## src/rtl/ps2_device_tx.sv

```systemverilog
// Device-side PS/2 transmitter: frames bytes (start, 8 data LSB first, odd parity, stop)
// onto open-drain clock/data enables, honouring host inhibit. Define PS2DEV_FIFO_EN for a 4-deep queue.
module ps2_device_tx #(
  parameter int CLKFREQ = 28000000,
  parameter int PS2FREQ = 12500,
  parameter int IDLEUS  = 50
) (
  input  logic       clk,
  input  logic       rst_n,
  input  logic [7:0] tx_data,
  input  logic       tx_valid,
  output logic       tx_ready,
  input  logic       ps2clk_ext,
  input  logic       ps2data_ext,
  output logic       ps2clk_oe,
  output logic       ps2data_oe,
  output logic       busy,
  output logic       tx_done,
  output logic       tx_abort,
  output logic       host_rts
);
  localparam logic [15:0] HALF = 16'(CLKFREQ / (2 * PS2FREQ));
  localparam logic [15:0] IDLE = 16'(CLKFREQ / 1000000 * IDLEUS);
  localparam logic [15:0] RISE = 16'd16;

  localparam logic [2:0] ST_IDLE     = 3'd0;
  localparam logic [2:0] ST_WAITIDLE = 3'd1;
  localparam logic [2:0] ST_SENDHI   = 3'd2;
  localparam logic [2:0] ST_SENDLO   = 3'd3;
  localparam logic [2:0] ST_FINISH   = 3'd4;

  logic [1:0]  clk_sync_q, data_sync_q;
  logic        clk_s, data_s;
  logic [2:0]  state_q, state_d;
  logic [15:0] half_cnt_q, half_cnt_d;
  logic [15:0] idle_cnt_q, idle_cnt_d;
  logic [3:0]  bit_idx_q, bit_idx_d;
  logic        clk_oe_q, clk_oe_d;
  logic        data_oe_q, data_oe_d;
  logic        tx_done_q, tx_done_d;
  logic        tx_abort_q, tx_abort_d;
  logic        host_rts_q, host_rts_d;
  logic        have_byte;
  logic [7:0]  head;
  logic        accept;
  logic        consume;

  // Lines idle high, so the synchronisers come out of reset at 1.
  always_ff @(posedge clk or negedge rst_n) begin
    if (!rst_n) begin
      clk_sync_q  <= 2'b11;
      data_sync_q <= 2'b11;
    end else begin
      clk_sync_q  <= {clk_sync_q[0], ps2clk_ext};
      data_sync_q <= {data_sync_q[0], ps2data_ext};
    end
  end

  assign clk_s   = clk_sync_q[1];
  assign data_s  = data_sync_q[1];
  assign accept  = tx_valid && tx_ready;
  assign consume = (state_q == ST_FINISH);

`ifdef PS2DEV_FIFO_EN
  logic [7:0] fifo_mem [4];
  logic [1:0] wr_ptr_q, wr_ptr_d, rd_ptr_q, rd_ptr_d;
  logic [2:0] count_q, count_d;

  assign have_byte = (count_q != 3'd0);
  assign tx_ready  = (count_q != 3'd4);
  assign head      = fifo_mem[rd_ptr_q];

  always_comb begin
    wr_ptr_d = wr_ptr_q;
    rd_ptr_d = rd_ptr_q;
    count_d  = count_q;
    if (accept) wr_ptr_d = wr_ptr_q + 2'd1;
    if (consume) rd_ptr_d = rd_ptr_q + 2'd1;
    case ({accept, consume})
      2'b10:   count_d = count_q + 3'd1;
      2'b01:   count_d = count_q - 3'd1;
      default: count_d = count_q;
    endcase
  end

  always_ff @(posedge clk or negedge rst_n) begin
    if (!rst_n) begin
      wr_ptr_q <= 2'd0;
      rd_ptr_q <= 2'd0;
      count_q  <= 3'd0;
    end else begin
      wr_ptr_q <= wr_ptr_d;
      rd_ptr_q <= rd_ptr_d;
      count_q  <= count_d;
    end
  end

  always_ff @(posedge clk) begin
    if (accept) fifo_mem[wr_ptr_q] <= tx_data;
  end
`else
  logic [7:0] hold_q, hold_d;
  logic       full_q, full_d;

  assign have_byte = full_q;
  assign tx_ready  = !full_q;
  assign head      = hold_q;

  // Cleared only when a frame completes; an abort keeps the byte for retry.
  always_comb begin
    hold_d = hold_q;
    full_d = full_q;
    if (consume) full_d = 1'b0;
    if (accept) begin
      hold_d = tx_data;
      full_d = 1'b1;
    end
  end

  always_ff @(posedge clk or negedge rst_n) begin
    if (!rst_n) begin
      hold_q <= 8'd0;
      full_q <= 1'b0;
    end else begin
      hold_q <= hold_d;
      full_q <= full_d;
    end
  end
`endif

  function automatic logic frame_bit(input logic [7:0] b, input logic [3:0] idx);
    logic r;
    r = b[idx[2:0] - 3'd1];
    if (idx == 4'd0) r = 1'b0;
    else if (idx == 4'd9) r = ~^b;
    else if (idx == 4'd10) r = 1'b1;
    return r;
  endfunction

  always_comb begin
    state_d    = state_q;
    half_cnt_d = half_cnt_q;
    idle_cnt_d = idle_cnt_q;
    bit_idx_d  = bit_idx_q;
    clk_oe_d   = clk_oe_q;
    data_oe_d  = data_oe_q;
    tx_done_d  = 1'b0;
    tx_abort_d = 1'b0;
    host_rts_d = ((state_q == ST_IDLE) || (state_q == ST_WAITIDLE)) && clk_s && !data_s;
    case (state_q)
      ST_IDLE: begin
        clk_oe_d  = 1'b0;
        data_oe_d = 1'b0;
        if (have_byte) begin
          state_d    = ST_WAITIDLE;
          idle_cnt_d = 16'd0;
        end
      end
      ST_WAITIDLE: begin
        if (clk_s && data_s) begin
          if (idle_cnt_q == IDLE - 16'd1) begin
            state_d    = ST_SENDHI;
            bit_idx_d  = 4'd0;
            half_cnt_d = 16'd0;
            clk_oe_d   = 1'b0;
            data_oe_d  = ~frame_bit(head, 4'd0);
          end else begin
            idle_cnt_d = idle_cnt_q + 16'd1;
          end
        end else begin
          idle_cnt_d = 16'd0;
        end
      end
      ST_SENDHI: begin
        // Clock low after the rise-time window means the host is inhibiting.
        if (half_cnt_q >= RISE && !clk_s) begin
          clk_oe_d   = 1'b0;
          data_oe_d  = 1'b0;
          half_cnt_d = 16'd0;
          if (bit_idx_q == 4'd10) begin
            state_d   = ST_FINISH;
            tx_done_d = 1'b1;
          end else begin
            state_d    = ST_WAITIDLE;
            idle_cnt_d = 16'd0;
            tx_abort_d = 1'b1;
          end
        end else if (half_cnt_q == HALF - 16'd1) begin
          state_d    = ST_SENDLO;
          half_cnt_d = 16'd0;
          clk_oe_d   = 1'b1;
        end else begin
          half_cnt_d = half_cnt_q + 16'd1;
        end
      end
      ST_SENDLO: begin
        if (half_cnt_q == HALF - 16'd1) begin
          half_cnt_d = 16'd0;
          clk_oe_d   = 1'b0;
          if (bit_idx_q == 4'd10) begin
            state_d   = ST_FINISH;
            data_oe_d = 1'b0;
            tx_done_d = 1'b1;
          end else begin
            state_d   = ST_SENDHI;
            bit_idx_d = bit_idx_q + 4'd1;
            data_oe_d = ~frame_bit(head, bit_idx_q + 4'd1);
          end
        end else begin
          half_cnt_d = half_cnt_q + 16'd1;
        end
      end
      ST_FINISH: begin
        state_d   = ST_IDLE;
        clk_oe_d  = 1'b0;
        data_oe_d = 1'b0;
      end
      default: begin
        state_d   = ST_IDLE;
        clk_oe_d  = 1'b0;
        data_oe_d = 1'b0;
      end
    endcase
  end

  always_ff @(posedge clk or negedge rst_n) begin
    if (!rst_n) begin
      state_q    <= ST_IDLE;
      half_cnt_q <= 16'd0;
      idle_cnt_q <= 16'd0;
      bit_idx_q  <= 4'd0;
      clk_oe_q   <= 1'b0;
      data_oe_q  <= 1'b0;
      tx_done_q  <= 1'b0;
      tx_abort_q <= 1'b0;
      host_rts_q <= 1'b0;
    end else begin
      state_q    <= state_d;
      half_cnt_q <= half_cnt_d;
      idle_cnt_q <= idle_cnt_d;
      bit_idx_q  <= bit_idx_d;
      clk_oe_q   <= clk_oe_d;
      data_oe_q  <= data_oe_d;
      tx_done_q  <= tx_done_d;
      tx_abort_q <= tx_abort_d;
      host_rts_q <= host_rts_d;
    end
  end

  assign ps2clk_oe  = clk_oe_q;
  assign ps2data_oe = data_oe_q;
  assign tx_done    = tx_done_q;
  assign tx_abort   = tx_abort_q;
  assign host_rts   = host_rts_q;
  assign busy       = (state_q != ST_IDLE) || have_byte;

endmodule
```

## config.mk

```make
export PLATFORM = sky130hd
export DESIGN_NAME = ps2_device_tx
export DESIGN_NICKNAME = d
export VERILOG_FILES = /design/src/rtl/ps2_device_tx.sv
export SDC_FILE = /design/constraint.sdc
export NUM_CORES = 1
export LEC_CHECK = 0
export CORE_ASPECT_RATIO = 1.75
export CORE_MARGIN = 2
export CORE_UTILIZATION = 35
export DETAILED_ROUTE_END_ITERATION = 10
export PLACE_DENSITY = 0.48
export REMOVE_ABC_BUFFERS = 1
export SLEW_MARGIN = 20
export SYNTH_ARGS = -nofsm -noshare
export SYNTH_HDL_FRONTEND = slang
export SYNTH_SLANG_ARGS = --single-unit
```

## constraint.sdc

```tcl
create_clock -name clk -period 5.9 [get_ports clk]
set_input_delay 0.885 -clock clk [delete_from_list [all_inputs] [get_ports clk]]
set_output_delay 0.885 -clock clk [all_outputs]
set_load 0.05 [all_outputs]
```

==> Implementation_results.wiki <==
{| class="wikitable"
! Metric !! Value
|-
| Status || finished clean
|-
| Worst Reg2Reg Path Length in Cells || 6
|-
| Number of H-tree levels || 3
|-
| Area of combinational cells with multiple inputs || 1640 µm²
|-
| Residual DRC count || 0
|-
| Total inserted antenna cells || 0
|-
| Routed wire length per instance || 15.3 µm
|-
| Final Max Tran Viols || 0
|-
| Max Fanout on Critical Path || 19
|-
| Post-route fraction of the period consumed by the critical path || between 50% and 60%
|-
| Residual antenna-violating net count after detailed routing || 0
|-
| Kind of end point of the critical path || primary output
|-
| Initial cell density of the core || 35.6%
|-
| TritonCTS clock tree || yes
|-
| Final-layout fill cell count || 932
|-
| Summed area of non-filler cells in the final layout || 3720 µm²
|-
| Detailed-route via count || 2557
|-
| Share of the synthesized area in the top cell type || ~42%
|-
| Antenna violations before repair || 0
|-
| Leakage component of the power || 1.56 nW
|-
| Final min period || 3.15 ns
|-
| Post-layout total power || between 0.9 and 1 mW
|-
| Width of the die || about 76 µm
|-
| Number of global-route vias before repair || 2623
|-
| Post-synthesis cell type count || 57
|-
| IO Port Bufs || 19
|-
| Worst slew pin tran || roughly 0.75 ns
|-
| Worst IR drop on VDD || 0.149 mV
|-
| Worst-case headroom to the max-slew limit || between 40% and 50%
|-
| Path class of the lowest-slack min-delay path || register to register
|-
| Area share of and/or/nand/nor cells after synthesis || 23.0%
|-
| # Max-Cap Violations || 0
|-
| First-pass iteration count of the detailed router || 4
|-
| GRT Residual Overflow || 0
|-
| Sequential-to-total area share from yosys stat || 44.8%
|-
| Total Die Area || 9930 µm²
|-
| RePlAce Congestion || 0.787
|-
| Setup tns final || 0 ns
|-
| Critical path origin || state_q[1]
|-
| Number of hold-slack violations in the final timing report || 0
|-
| Gr usage total || 16.3%
|-
| Synth async-reset ratio || 100%
|-
| Post-DR vias/cell || 5.34
|-
| Worst flop-to-flop path endpoint || half_cnt_q[14]
|-
| Power density over cell area || 263 nW/µm²
|-
| Number of enable flip-flop cells after synthesis || 0
|-
| Detailed placement HPWL || 5.21 mm
|-
| Critical path startpoint category || register
|-
| Floorplan Core Area || 8980 µm²
|-
| RSZ-0062 raised after global routing || no
|-
| Total I/O pin count || 20
|-
| Achievable Freq || roughly 320 MHz
|-
| Complex-gate fraction of the synthesized area || 18.2%
|-
| Maximum number of pins on one net before global-route repair || 58
|-
| Worst setup skew after layout || 0.00574 ns
|-
| Final number of setup-violating endpoints || 0
|-
| Most area-consuming cells after synthesis || sky130_fd_sc_hd__dfrtp_1, sky130_fd_sc_hd__o21ai_0, sky130_fd_sc_hd__nand2_1
|-
| Endpoint of the worst setup timing path || busy
|-
| Dominant combinational cell family by area after synthesis || simple AND/OR/NAND/NOR gates
|-
| Mean post-synth cell area || 9.50 µm²
|-
| Buffer cell driving the clock tree root || sky130_fd_sc_hd__clkbuf_16
|-
| Adder-cell share of the synthesized area || ~2.7%
|-
| Xor-xnor portion of the synthesized cell area || 2.74%
|-
| Worst endpoint data arrival time || 2.27 ns
|-
| Post-CTS setup buffers || 0
|-
| Fin nets || between 300 and 400
|-
| Final core area utilization || 41.5%
|-
| Layout overhead on the synthesized area || 16.6%
|-
| Mux share of post-synthesis cell area || under 10%
|-
| Post-Place Worst Slack || a little over 3 ns
|-
| #FFs+latches synth || 57
|-
| Finished Layout Cells || about 480
|-
| Critical path start-end classification || register to primary output
|-
| Start of the worst register-to-register path || half_cnt_q[8]
|-
| Global-route wire length before repair || 12.7 mm
|-
| Post-Route Hold Slack || 0.354 ns
|-
| Synth Instances || 336
|-
| Synthesized cell area || approximately 3200 µm²
|-
| DRC marker count from the first detailed-route iteration || 91
|-
| Fraction of layout instances using a drive strength above 1 || a little over an eighth
|-
| Flip-flop and latch area || about 1400 µm²
|-
| CTS Hold Buffers Added || 0
|-
| Clock net sink count || 57
|-
| Clock latency on the worst-skew pair || about 0.33 ns
|-
| Total wire length after detailed routing || ~7.3 mm
|-
| Launch point of the worst hold path || clk_sync_q[0]
|-
| Number of buffers on the longest clock path || 2
|-
| Largest area contributor in the synthesized netlist || sky130_fd_sc_hd__dfrtp_1
|-
| Die Ht || 130 µm
|-
| Cell row count || 46
|-
| Placement-stage cell area || 3450 µm²
|-
| Placed cell count || 463
|-
| Inserted Clock Buffers || 9
|-
| Total of warnings raised by yosys || 0
|-
| Resized Gates After CTS || 0
|-
| Clock slew seen by the registers of the worst setup and hold paths || 0.05 ns
|-
| Worst Path Required || 5.02 ns
|-
| Setup slack after layout || 2.75 ns
|-
| Primary flip-flop cell chosen by synthesis mapping || sky130_fd_sc_hd__dfrtp_1
|-
| R2R Setup Slk || ~3.6 ns
|}
==> critical path: stages, from the launching register on <==
cell and delay, ns:
sky130_fd_sc_hd__dfrtp_1 0.58, sky130_fd_sc_hd__or4_1 0.64, sky130_fd_sc_hd__clkdlybuf4s50_1 0.73
==> per-layer routing <==
layer | track usage, % | share of wire [%] | wire length [µm] | vias up
met5 | 0 | 0 | 0 | -
met4 | 7.27 | 1.8 | 134 | 0
met3 | 3.94 | 2.1 | 156 | 9
met2 | 29.2 | 53 | 3910 | 28
met1 | 18.5 | 43 | 3120 | 1255
li1 | - | - | - | 1265
==> state kept, by name (all words and copies together) (netlist names), 2 cells and up <==
name and cells:
state_q 3, half_cnt_q 16, data_sync_q 2, idle_cnt_q 16, bit_idx_q 4, head 8, clk_sync_q 2
==> synth_stat cells (all sizes together) (3+ instances only) <==
cell type,number
a21oi,12
a22o,4
a31oi,4
and2,6
and3,10
and4,4
buf,7
clkbuf,6
dfrtp,53
dfstp,4
ha,7
inv,10
mux2,8
nand2,35
nand3,18
nand4,5
nor2,30
nor2b,4
nor3,8
nor4,3
o21ai,45
o22ai,4
o31ai,9
or4,3
xnor2,10
==> cell families (layout without fill, tap and decap cells) <==
group           Yosys count  after routing
simple gates            135            135
compound gates           93             93
flops                    57             57
buf+inv                  23             46
mux                      11             11
xor+xnor                 10             10
fa+ha+maj                 7              7
==> where the power goes <==
| group | internal, mW | switching (mW) |
|---|---|---|
| clock network | 0.304 | 0.173 |
| registers | 0.405 | 0.0118 |
| logic | 0.0386 | 0.0447 |
| total | 0.748 | 0.230 |
==> cell type report <==
class / instances / area share, %
Timing Repair Buffer: 20 / 5.18
Sequential cell: 57 / 38.5
Clock inverter: 3 / 0.403
Clock buffer: 13 / 6.99
Tap cell: 120 / 4.03
Multi-Input combinational cell: 256 / 43.9
Inverter: 10 / 1.01
==> how the worst min path moves through the flow <==
stage,slack (ns),cells past startpoint,endpoint
floorplan,0.35,0,clk_sync_q[1]
global placement,0.35,0,clk_sync_q[1]
detailed placement,0.35,0,clk_sync_q[1]
CTS,0.36,0,clk_sync_q[1]
global route,0.36,0,clk_sync_q[1]
finish,0.35,0,clk_sync_q[1]
==> layout by cell type, fill, tap and decap left out, types with 3 or more instances in the layout <==
| cell | count |
|---|---|
| sky130_fd_sc_hd__nor2_1 | 29 |
| sky130_fd_sc_hd__inv_1 | 10 |
| sky130_fd_sc_hd__nor2b_1 | 4 |
| sky130_fd_sc_hd__clkbuf_16 | 9 |
| sky130_fd_sc_hd__and2_1 | 6 |
| sky130_fd_sc_hd__xnor2_1 | 10 |
| sky130_fd_sc_hd__clkdlybuf4s50_1 | 18 |
| sky130_fd_sc_hd__ha_1 | 7 |
| sky130_fd_sc_hd__nand2_1 | 35 |
| sky130_fd_sc_hd__a21oi_1 | 12 |
| sky130_fd_sc_hd__dfrtp_1 | 53 |
| sky130_fd_sc_hd__o22ai_1 | 4 |
| sky130_fd_sc_hd__or4_1 | 3 |
| sky130_fd_sc_hd__and4_1 | 4 |
| sky130_fd_sc_hd__o21ai_1 | 8 |
| sky130_fd_sc_hd__dfstp_2 | 4 |
| sky130_fd_sc_hd__o31ai_1 | 9 |
| sky130_fd_sc_hd__nor3_1 | 7 |
| sky130_fd_sc_hd__mux2_2 | 8 |
| sky130_fd_sc_hd__a31oi_1 | 4 |
| sky130_fd_sc_hd__and3_1 | 8 |
| sky130_fd_sc_hd__nand3_1 | 17 |
| sky130_fd_sc_hd__o21ai_0 | 35 |
| sky130_fd_sc_hd__nand4_1 | 5 |
| sky130_fd_sc_hd__clkinv_2 | 3 |
Note: power is estimated with default switching activity, not from simulation.
